--- config.mk ---
export PLATFORM = sky130hd
export DESIGN_NAME = atm_session_controller
export DESIGN_NICKNAME = d
export VERILOG_FILES = /design/src/rtl/atm_session_controller.sv
export SDC_FILE = /design/constraint.sdc
export NUM_CORES = 1
export LEC_CHECK = 0
export CORE_ASPECT_RATIO = 1.2
export CORE_MARGIN = 2
export CORE_UTILIZATION = 65
export DETAILED_ROUTE_END_ITERATION = 10
export PLACE_DENSITY = 0.92
export SYNTH_ARGS = -nofsm -noshare
export SYNTH_HDL_FRONTEND = slang
export SYNTH_SLANG_ARGS = --single-unit
--- constraint.sdc ---
create_clock -name clk -period 9.22 [get_ports clk]
set_input_delay 1.383 -clock clk [delete_from_list [all_inputs] [get_ports clk]]
set_output_delay 1.383 -clock clk [all_outputs]
set_load 0.02 [all_outputs]
--- src/rtl/atm_session_controller.sv ---
// ATM session controller: multi-account balances and PINs, PIN lockout, per-session
// withdrawal limit, and a shared history ring streamed out as a mini-statement.
module atm_session_controller #(
  parameter int NUM_ACCOUNTS = 4,
  parameter int ACCT_W       = $clog2(NUM_ACCOUNTS),
  parameter int BAL_W        = 16,
  parameter int AMT_W        = 8,
  parameter int PIN_W        = 4,
  parameter int DEFAULT_PIN  = 4,
  parameter int INIT_BALANCE = 128,
  parameter int MAX_ATTEMPTS = 3,
  parameter int LOCK_CYCLES  = 24,
  parameter int WD_LIMIT     = 100,
  parameter int HIST_DEPTH   = 8
) (
  input  logic              clk,
  input  logic              reset,
  input  logic              card_valid,
  input  logic [ACCT_W-1:0] card_id,
  input  logic              pin_valid,
  input  logic [PIN_W-1:0]  pin_in,
  input  logic              op_valid,
  input  logic [2:0]        op_code,
  input  logic [AMT_W-1:0]  amount,
  output logic              ready,
  output logic              resp_valid,
  output logic [2:0]        status,
  output logic [BAL_W-1:0]  balance_out,
  output logic              locked,
  output logic              stmt_valid,
  output logic [AMT_W:0]    stmt_data,
  output logic              stmt_done
);
  localparam int HIST_W = $clog2(HIST_DEPTH);
  localparam int ATT_W  = $clog2(MAX_ATTEMPTS + 1);
  localparam int TMR_W  = $clog2(LOCK_CYCLES + 1);

  typedef enum logic [2:0] {S_IDLE, S_PIN, S_MENU, S_STMT, S_LOCKED} state_t;
  typedef enum logic [2:0] {
    ST_OK = 3'd0, ST_BAD_PIN = 3'd1, ST_NO_FUNDS = 3'd2, ST_LIMIT = 3'd3,
    ST_OVERFLOW = 3'd4, ST_LOCKED = 3'd5, ST_BAD_OP = 3'd6
  } status_t;

  state_t            r_state, w_next;
  logic [ACCT_W-1:0] r_acct, w_acct;
  logic [ATT_W-1:0]  r_att, w_att;
  logic [TMR_W-1:0]  r_tmr, w_tmr;
  logic [BAL_W-1:0]  r_wd, w_wd;
  logic [BAL_W-1:0]  r_bal [NUM_ACCOUNTS];
  logic [PIN_W-1:0]  r_pin [NUM_ACCOUNTS];
  logic [ACCT_W-1:0] r_h_acct [HIST_DEPTH];
  logic              r_h_type [HIST_DEPTH];
  logic [AMT_W-1:0]  r_h_amt  [HIST_DEPTH];
  logic [HIST_W-1:0] r_wptr, r_scan;
  logic [HIST_W:0]   r_count;
  logic              r_resp_valid;
  status_t           r_status;
  logic [BAL_W-1:0]  r_bal_out;

  logic              w_resp, w_bal_upd, w_bal_wr, w_hist_wr, w_hist_type, w_pin_wr;
  status_t           w_status;
  logic [BAL_W-1:0]  w_bal_cur, w_bal_new;
  logic [BAL_W:0]    w_amt_ext, w_dep_sum, w_wd_sum;
  logic [ATT_W:0]    w_att_inc;
  logic [HIST_W-1:0] w_slot;
  logic              w_scan_last, w_populated;

  assign w_bal_cur   = r_bal[r_acct];
  assign w_amt_ext   = (BAL_W+1)'(amount);
  // Sums carry one extra bit so overflow and limit tests never wrap.
  assign w_dep_sum   = {1'b0, w_bal_cur} + w_amt_ext;
  assign w_wd_sum    = {1'b0, r_wd} + w_amt_ext;
  assign w_att_inc   = {1'b0, r_att} + (ATT_W+1)'(1);
  assign w_scan_last = (r_scan == HIST_W'(HIST_DEPTH - 1));
  assign w_slot      = r_wptr - r_scan - HIST_W'(1);
  assign w_populated = ({1'b0, r_scan} < r_count);

  assign ready       = (r_state == S_IDLE) || (r_state == S_PIN) || (r_state == S_MENU);
  assign locked      = (r_state == S_LOCKED);
  assign resp_valid  = r_resp_valid;
  assign status      = r_status;
  assign balance_out = r_bal_out;
  assign stmt_valid  = (r_state == S_STMT) && w_populated && (r_h_acct[w_slot] == r_acct);
  assign stmt_data   = stmt_valid ? {r_h_type[w_slot], r_h_amt[w_slot]} : '0;
  assign stmt_done   = (r_state == S_STMT) && w_scan_last;

  always_ff @(posedge clk) begin
    if (!reset) r_state <= S_IDLE;
    else        r_state <= w_next;
  end

  always_comb begin
    w_next      = r_state;
    w_acct      = r_acct;
    w_att       = r_att;
    w_tmr       = r_tmr;
    w_wd        = r_wd;
    w_resp      = 1'b0;
    w_status    = ST_OK;
    w_bal_upd   = 1'b0;
    w_bal_wr    = 1'b0;
    w_bal_new   = w_bal_cur;
    w_hist_wr   = 1'b0;
    w_hist_type = 1'b0;
    w_pin_wr    = 1'b0;
    unique case (r_state)
      S_IDLE: if (card_valid) begin
        w_acct = card_id;
        w_att  = '0;
        w_wd   = '0;
        w_next = S_PIN;
      end
      S_PIN: if (pin_valid) begin
        w_resp = 1'b1;
        if (pin_in == r_pin[r_acct]) begin
          w_bal_upd = 1'b1;
          w_att     = '0;
          w_next    = S_MENU;
        end else if (w_att_inc >= (ATT_W+1)'(MAX_ATTEMPTS)) begin
          w_status = ST_LOCKED;
          w_att    = '0;
          w_tmr    = TMR_W'(LOCK_CYCLES);
          w_next   = S_LOCKED;
        end else begin
          w_status = ST_BAD_PIN;
          w_att    = w_att_inc[ATT_W-1:0];
        end
      end
      S_LOCKED: begin
        if (r_tmr <= TMR_W'(1)) begin
          w_tmr  = '0;
          w_next = S_IDLE;
        end else begin
          w_tmr = r_tmr - TMR_W'(1);
        end
      end
      S_MENU: if (op_valid) begin
        w_resp = 1'b1;
        case (op_code)
          3'd0: begin
            if (amount == '0)                      w_status = ST_BAD_OP;
            else if (w_amt_ext > {1'b0, w_bal_cur}) w_status = ST_NO_FUNDS;
            else if (w_wd_sum > (BAL_W+1)'(WD_LIMIT)) w_status = ST_LIMIT;
            else begin
              w_bal_new = w_bal_cur - w_amt_ext[BAL_W-1:0];
              w_bal_wr  = 1'b1;
              w_bal_upd = 1'b1;
              w_wd      = w_wd_sum[BAL_W-1:0];
              w_hist_wr = 1'b1;
            end
          end
          3'd1: begin
            if (amount == '0)        w_status = ST_BAD_OP;
            else if (w_dep_sum[BAL_W]) w_status = ST_OVERFLOW;
            else begin
              w_bal_new   = w_dep_sum[BAL_W-1:0];
              w_bal_wr    = 1'b1;
              w_bal_upd   = 1'b1;
              w_hist_wr   = 1'b1;
              w_hist_type = 1'b1;
            end
          end
          3'd2: w_bal_upd = 1'b1;
          3'd3: begin
            w_resp = 1'b0;
            w_next = S_STMT;
          end
          3'd4: begin
            w_bal_upd = 1'b1;
            w_next    = S_IDLE;
          end
          3'd5: begin
            w_pin_wr  = 1'b1;
            w_bal_upd = 1'b1;
          end
          default: w_status = ST_BAD_OP;
        endcase
      end
      S_STMT: if (w_scan_last) w_next = S_MENU;
      default: w_next = S_IDLE;
    endcase
  end

  always_ff @(posedge clk) begin
    if (!reset) begin
      r_acct       <= '0;
      r_att        <= '0;
      r_tmr        <= '0;
      r_wd         <= '0;
      r_bal        <= '{default: BAL_W'(INIT_BALANCE)};
      r_pin        <= '{default: PIN_W'(DEFAULT_PIN)};
      r_h_acct     <= '{default: '0};
      r_h_type     <= '{default: 1'b0};
      r_h_amt      <= '{default: '0};
      r_wptr       <= '0;
      r_scan       <= '0;
      r_count      <= '0;
      r_resp_valid <= 1'b0;
      r_status     <= ST_OK;
      r_bal_out    <= '0;
    end else begin
      r_acct       <= w_acct;
      r_att        <= w_att;
      r_tmr        <= w_tmr;
      r_wd         <= w_wd;
      r_resp_valid <= w_resp;
      r_status     <= w_status;
      if (w_bal_upd) r_bal_out <= w_bal_new;
      if (w_bal_wr)  r_bal[r_acct] <= w_bal_new;
      if (w_pin_wr)  r_pin[r_acct] <= amount[PIN_W-1:0];
      if (w_hist_wr) begin
        r_h_acct[r_wptr] <= r_acct;
        r_h_type[r_wptr] <= w_hist_type;
        r_h_amt[r_wptr]  <= amount;
        r_wptr           <= r_wptr + HIST_W'(1);
        if (r_count != (HIST_W+1)'(HIST_DEPTH)) r_count <= r_count + (HIST_W+1)'(1);
      end
      r_scan <= (r_state == S_STMT) ? r_scan + HIST_W'(1) : '0;
    end
  end
endmodule

After elaboration in Yosys (flattened, before gate mapping) --
Index checks and enable logic that the tools add are counted.
Operators by class: bitwise logic cells 3, muxes and demuxes 99, order comparisons 10, reduce and logical (&&, ||, !) cells 22, equality and inequality tests 26, add/subtract/negate cells 10
Operators by type and width (count):
- $mux W16 | 16
- $bwmux W64 | 2
- $pmux W16 S2 | 2
- $mux W3 | 14
- $add A16 B8 Y17 | 2
- $bmux W16 S2 | 1
- $bwmux W16 | 2
- $demux W16 S2 | 1
- $bmux W8 S3 | 1
- $demux W8 S3 | 1
- $mux W8 | 3
- $mux W1 | 22
- $mux W5 | 4
- $mux W2 | 9
- $gt A17 B7 Y1 const B | 1
- $gt A8 B16 Y1 | 1
- $ne A2 B2 Y1 const B | 8
- $sub A16 B8 Y16 | 1
- $pmux W3 S5 | 1
- $reduce_and A7 Y1 | 2
- $eq A3 B2 Y1 const B | 4
- $eq A3 B3 Y1 const B | 4
- $mux W4 | 3
- $pmux W3 S2 | 2
- other kinds (44) | 63
Storage, ports and cells: bits in registers 226, logic and storage cells 213

Depth between registers and ports, before layout --
depth after elaboration 12, depth in mapped cells 21, mapped depth without buffers 15

Least setup slack after synthesis --
Ideal clock, no wire load.
path type register -> output, from register r_wptr[1], to output stmt_data[0], buffers on the path 2, data required time 7.837 ns, cell stages (with the launch flop) 12, setup slack 4.128 ns, arrival 3.709 ns, cells stage by stage dfxtp_1 -> clkbuf_1 -> inv_1 -> fa_1 -> xor2_1 -> xnor2_1 -> clkbuf_1 -> mux4_2 -> mux2i_1 -> xor2_1 -> o2111ai_1 -> nor2_1
Between the ends: word-level cells in the longest chain between the ends 9, elaborated cells between the ends (all ways) 12, those cells by class 2 x add/sub; 1 x eq/ne; 7 x mux; 1 x bitwise; 1 x reduce/logical
Ends and longest elaborated chain:
- start: declaration | RTL line 54 | logic [HIST_W-1:0] r_wptr, r_scan;
- start signal: assignment | RTL line 215 | r_wptr <= r_wptr + HIST_W'(1);
- $sub A3 B3 Y3 (*) | RTL line 75 | assign w_slot = r_wptr - r_scan - HIST_W'(1);
- $sub A3 B1 Y3 (*) | RTL line 75
- $not A3 Y4 (not written as such) (*) | RTL line 83, 84
- $bmux W2 S3 | RTL line 83 | assign stmt_valid = (r_state == S_STMT) && w_populated && (r_h_acct[w_slot] == r_acct);
- $mux W2 (not written as such) (2 in a row) | RTL line 83
- $eq A2 B2 Y1 | RTL line 83
- $logic_and A1 B1 Y1 | RTL line 83
- $mux W9 (*) | RTL line 84 | assign stmt_data = stmt_valid ? {r_h_type[w_slot], r_h_amt[w_slot]} : '0;
- end: declaration | RTL line 31 | output logic [AMT_W:0] stmt_data,
Mark *: on every way between the ends. The rest lies on a longest branch, timed or not. The select of a mux whose other input is x is not followed.

Final worst setup path --
from input amount[1], to register r_h_amt[39] (netlist name)
Between the ends: word-level cells in the longest chain between the ends 8, elaborated cells between the ends (all ways) 13, those cells by class 2 x add/sub; 2 x order compare; 8 x mux; 1 x reduce/logical
Ends and longest elaborated chain:
- start: declaration | RTL line 24 | input logic [AMT_W-1:0] amount,
- $add A16 B8 Y17 | RTL line 72 | assign w_wd_sum = {1'b0, r_wd} + w_amt_ext;
- $gt A17 B7 Y1 | RTL line 143 | else if (w_wd_sum > (BAL_W+1)'(WD_LIMIT)) w_status = ST_LIMIT;
- $mux W1 | RTL line 143
- $mux W1 | RTL line 142 | else if (w_amt_ext > {1'b0, w_bal_cur}) w_status = ST_NO_FUNDS;
- $mux W1 | RTL line 141 | if (amount == '0) w_status = ST_BAD_OP;
- $pmux W1 S2 (*) | RTL line 139 | case (op_code)
- $mux W1 (*) | RTL line 137 | S_MENU: if (op_valid) begin
- $mux W1 (*) | RTL line 106 | unique case (r_state)
- end signal: indexed assignment | RTL line 214 | r_h_amt[r_wptr] <= amount;
- end: declaration | RTL line 53 | logic [AMT_W-1:0] r_h_amt [HIST_DEPTH];
Mark *: on every way between the ends. The rest lies on a longest branch, timed or not. A chain may end at the register's enable or synchronous reset.

==> summary.txt <==
Place
  • IO buf count: 54
  • Dpl hpwl: 20430 µm
  • Placed cell count: 1480
  • Gpl congestion: 0.9382

Routing
  • DRT antenna net count: 0
  • Iter 0 DRT Violations: 1358
  • Via/cell ratio: 6.806
  • WL final: 32030 µm
  • DR WL/cell: 21.13 µm
  • DRC: 0
  • Drt pass-1 iters: 9
  • Via count: 10320

Logic synthesis
  • Main flop type after synthesis: dfxtp_1
  • Synth unique cells: 71
  • FFs w/ async S/R, synth: 0
  • Synth cell count leaders: 226 x dfxtp_1, 139 x o21ai_0, 120 x nand2_1
  • Post-synth EDFFs: 0
  • Simple-gate share of the synthesized area: 0.1876
  • Cell Area, Synth: 11440 µm²
  • Largest area contributor in the netlist: dfxtp_1
  • Synth Area in XOR/XNOR: 0.01607
  • Adder-cell share of the synthesized area: 0.04417
  • Compound-Gate Fraction of Synth Area: 0.1648
  • Top-count cell post-synth: dfxtp_1
  • Mux cell area share after synthesis: 0.1469
  • Main combinational cell family by area after synthesis: simple AND/OR/NAND/NOR gates
  • Cell count after synthesis: 1280
  • Synth Net Count: 1340
  • Seq/Total Area, Yosys: 0.3953
  • Synth warn: 0
  • Synth top area share: 0.3953
  • Syn Area/Cell: 8.941 µm²
  • Number of synthesized register bits: 226
  • Synth area leaders: dfxtp_1 40%, mux4_2 8.5%, o21ai_0 6.1%

Clock network
  • # hold bufs at CTS: 0
  • # clock sinks: 226
  • Setup repair bufs after CTS: 0
  • Number of CTS-inserted buffers: 22
  • PostCTS Resize Cnt: 0
  • CTS tree: built
  • Clock latency on the worst-skew pair: 0.52 ns
  • Worst-path clk slew: 0.06 ns
  • # H-tree levels: 1
  • Clk buf depth: 3
  • CTS root buf: clkbuf_16

Die
  • Row count: 53
  • Initial core utilization: 0.6587
  • Die Width: 125.1 µm
  • Die area: 18690 µm²
  • Core Box Area: 17370 µm²
  • I/O Pins: 55
  • Chip height: 149.4 µm

Timing
  • Worst Max-Slew Pin Slew: 1.424 ns
  • Setup violations, final: 0
  • Skew final: 0.02024 ns
  • Final period util: 0.7163
  • Final Max Tran Viols: 0
  • Max Fclk: 0.1514 GHz
  • Hold Fails Final Rpt: 0
  • RSZ-0062 raised after global routing: false
  • Slew Limit Headroom: 0.04580
  • Post-layout min period: 6.604 ns
  • Post-route setup TNS: 0 ns

Pwr
  • Power Dens Cells: 157.7 nW/µm²
  • Leakage: 0.004469 µW
  • Worst vdd ir: 0.1450 mV

Finish
  • Post-layout util: 0.7286
  • # diodes: 0
  • Final nets: 1344
  • Layout Area Growth over Synthesis: 10.60%
  • Layout cell share with drive strength beyond 1: 0.08565
  • Final Instance Count excl. Fillers: 1516

Setup path
  • Crit-path max cell delay: 0.98 ns
  • Worst Setup Start Kind: input pin
  • Crit path arrival time: 6.96 ns
  • Critical-path top delay cell: nand4b_1
  • CP endpoint kind: flip-flop
  • Most common cell on crit path: o21ai_0
  • Worst Path Required: 9.57 ns
  • Reg2Reg Setup Slack: 3.41 ns
  • Worst-path maximum fanout: 23
  • WS Path Type: input pin to flip-flop
  • Crit-path cells: clkdlybuf4s50_1 -> inv_1 -> fa_1 -> nand2b_1 -> a211oi_1 -> o21ai_0 -> mux2i_1 -> nand4_1 -> a2111o_2 -> a21oi_2 -> nand4b_1 -> nand3_1 -> o21ai_0

Global route
  • Antenna violations before repair: 0
  • Total track usage: 0.3328
  • First-pass GRT wire length: 50660 µm
  • Number of global-route vias before repair: 10020
  • Pin count of the biggest net entering global routing: 106
  • Total grt overflow: 0

Outcome
  • Status: finished clean

Run
  • Maxcap violations: 0

Min path
  • Hold WC Path Type: flip-flop to flip-flop
==> layer usage <==
layer / track usage / up-vias / part of all wire
li1: - / 4649 / -
met1: 0.4086 / 4900 / 0.38
met2: 0.5576 / 628 / 0.48
met3: 0.06277 / 141 / 0.094
met4: 0.1794 / 0 / 0.053
met5: 0 / - / 0
==> power by group <==
group          switching (µW)  total, µW  internal (µW)
clock network             379        890            510
logic                    82.1        123           40.5
registers                3.62        983            980
total                     465       2000           1530
==> cell usage in the layout (no fill, tap or decap), types with 5 or more instances in the layout <==
master and instances:
o221ai_1 5, a31oi_1 8, or3_1 6, nand2b_1 10, dfxtp_1 225, nor2_1 117
a211oi_1 13, nand3b_1 6, or2_2 5, a21oi_1 75, clkbuf_1 5, xor2_1 11
o21ba_2 5, clkdlybuf4s50_1 53, nor2b_1 7, ha_1 34, clkbuf_16 22, o21bai_1 5
and2_1 11, o211ai_1 11, nor3_1 16, a21o_1 9, o21ai_0 139, nor4_1 12
nand3_1 90, mux4_2 43, buf_4 10, xnor2_1 9, nand4_1 13, mux2i_1 69
inv_1 33, and3_1 14, nand2_1 120
==> sequential cells by signal (all words and copies together), names as in the netlist <==
signal	cells
r_bal	64
balance_out	16
r_acct	2
r_tmr	5
r_wptr	3
r_state	3
r_scan	3
r_wd	16
status	3
r_h_acct	16
r_pin	16
r_count	4
resp_valid	1
r_h_amt	64
r_h_type	8
r_att	2
==> worst paths after layout <==
check | start | end | cells after the start
worst min register to register | r_h_amt[51] | r_h_amt[51] | 2
worst max-delay path | amount[1] | r_h_amt[39] | 13
worst max register to register | r_acct[1] | r_h_amt[39] | 13
worst min-delay path | r_h_amt[51] | r_h_amt[51] | 2
==> logic make-up (layout without fill, tap and decap cells) <==
kind of cell,after synthesis,after routing
buf+inv,117,133
simple gates,450,450
mux,114,114
compound gates,314,314
flops,226,226
xor+xnor,21,21
fa+ha+maj,38,38
==> worst max-delay path: cells and delay by family <==
kind,cells,cell delay [ns]
and+or+nand+nor,4,1.62
adders and majority gates,1,0.49
buffers and inverters,2,0.96
muxes,1,0.27
AOI/OAI and AO/OA,5,2.21
==> cell type report <==
| class | count | area [µm²] |
|---|---|---|
| Multi-Input combinational cell | 937 | 6431 |
| Fill cell | 1175 | 4716 |
| Sequential cell | 226 | 4526 |
| Timing Repair Buffer | 63 | 605.6 |
| Clock buffer | 29 | 596.8 |
| Tap cell | 220 | 275.3 |
| Inverter | 34 | 127.6 |
| Clock inverter | 7 | 96.34 |
==> stage by stage <==
step / setup WS, ns / hold WS (ns) / total power (µW) / instance area, µm²
after floorplan: 4.128 / 0.4315 / 1085 / 11440
after global placement: 2.589 / 0.4388 / 1122 / 11970
after detailed placement: 2.299 / 0.4491 / 1123 / 11970
after CTS: 2.753 / 0.4574 / 1991 / 12660
after global routing: 2.193 / 0.4710 / 2045 / 12660
final: 2.616 / 0.4584 / 1996 / 12660
No activity file was read; power rests on OpenSTA's default activity.
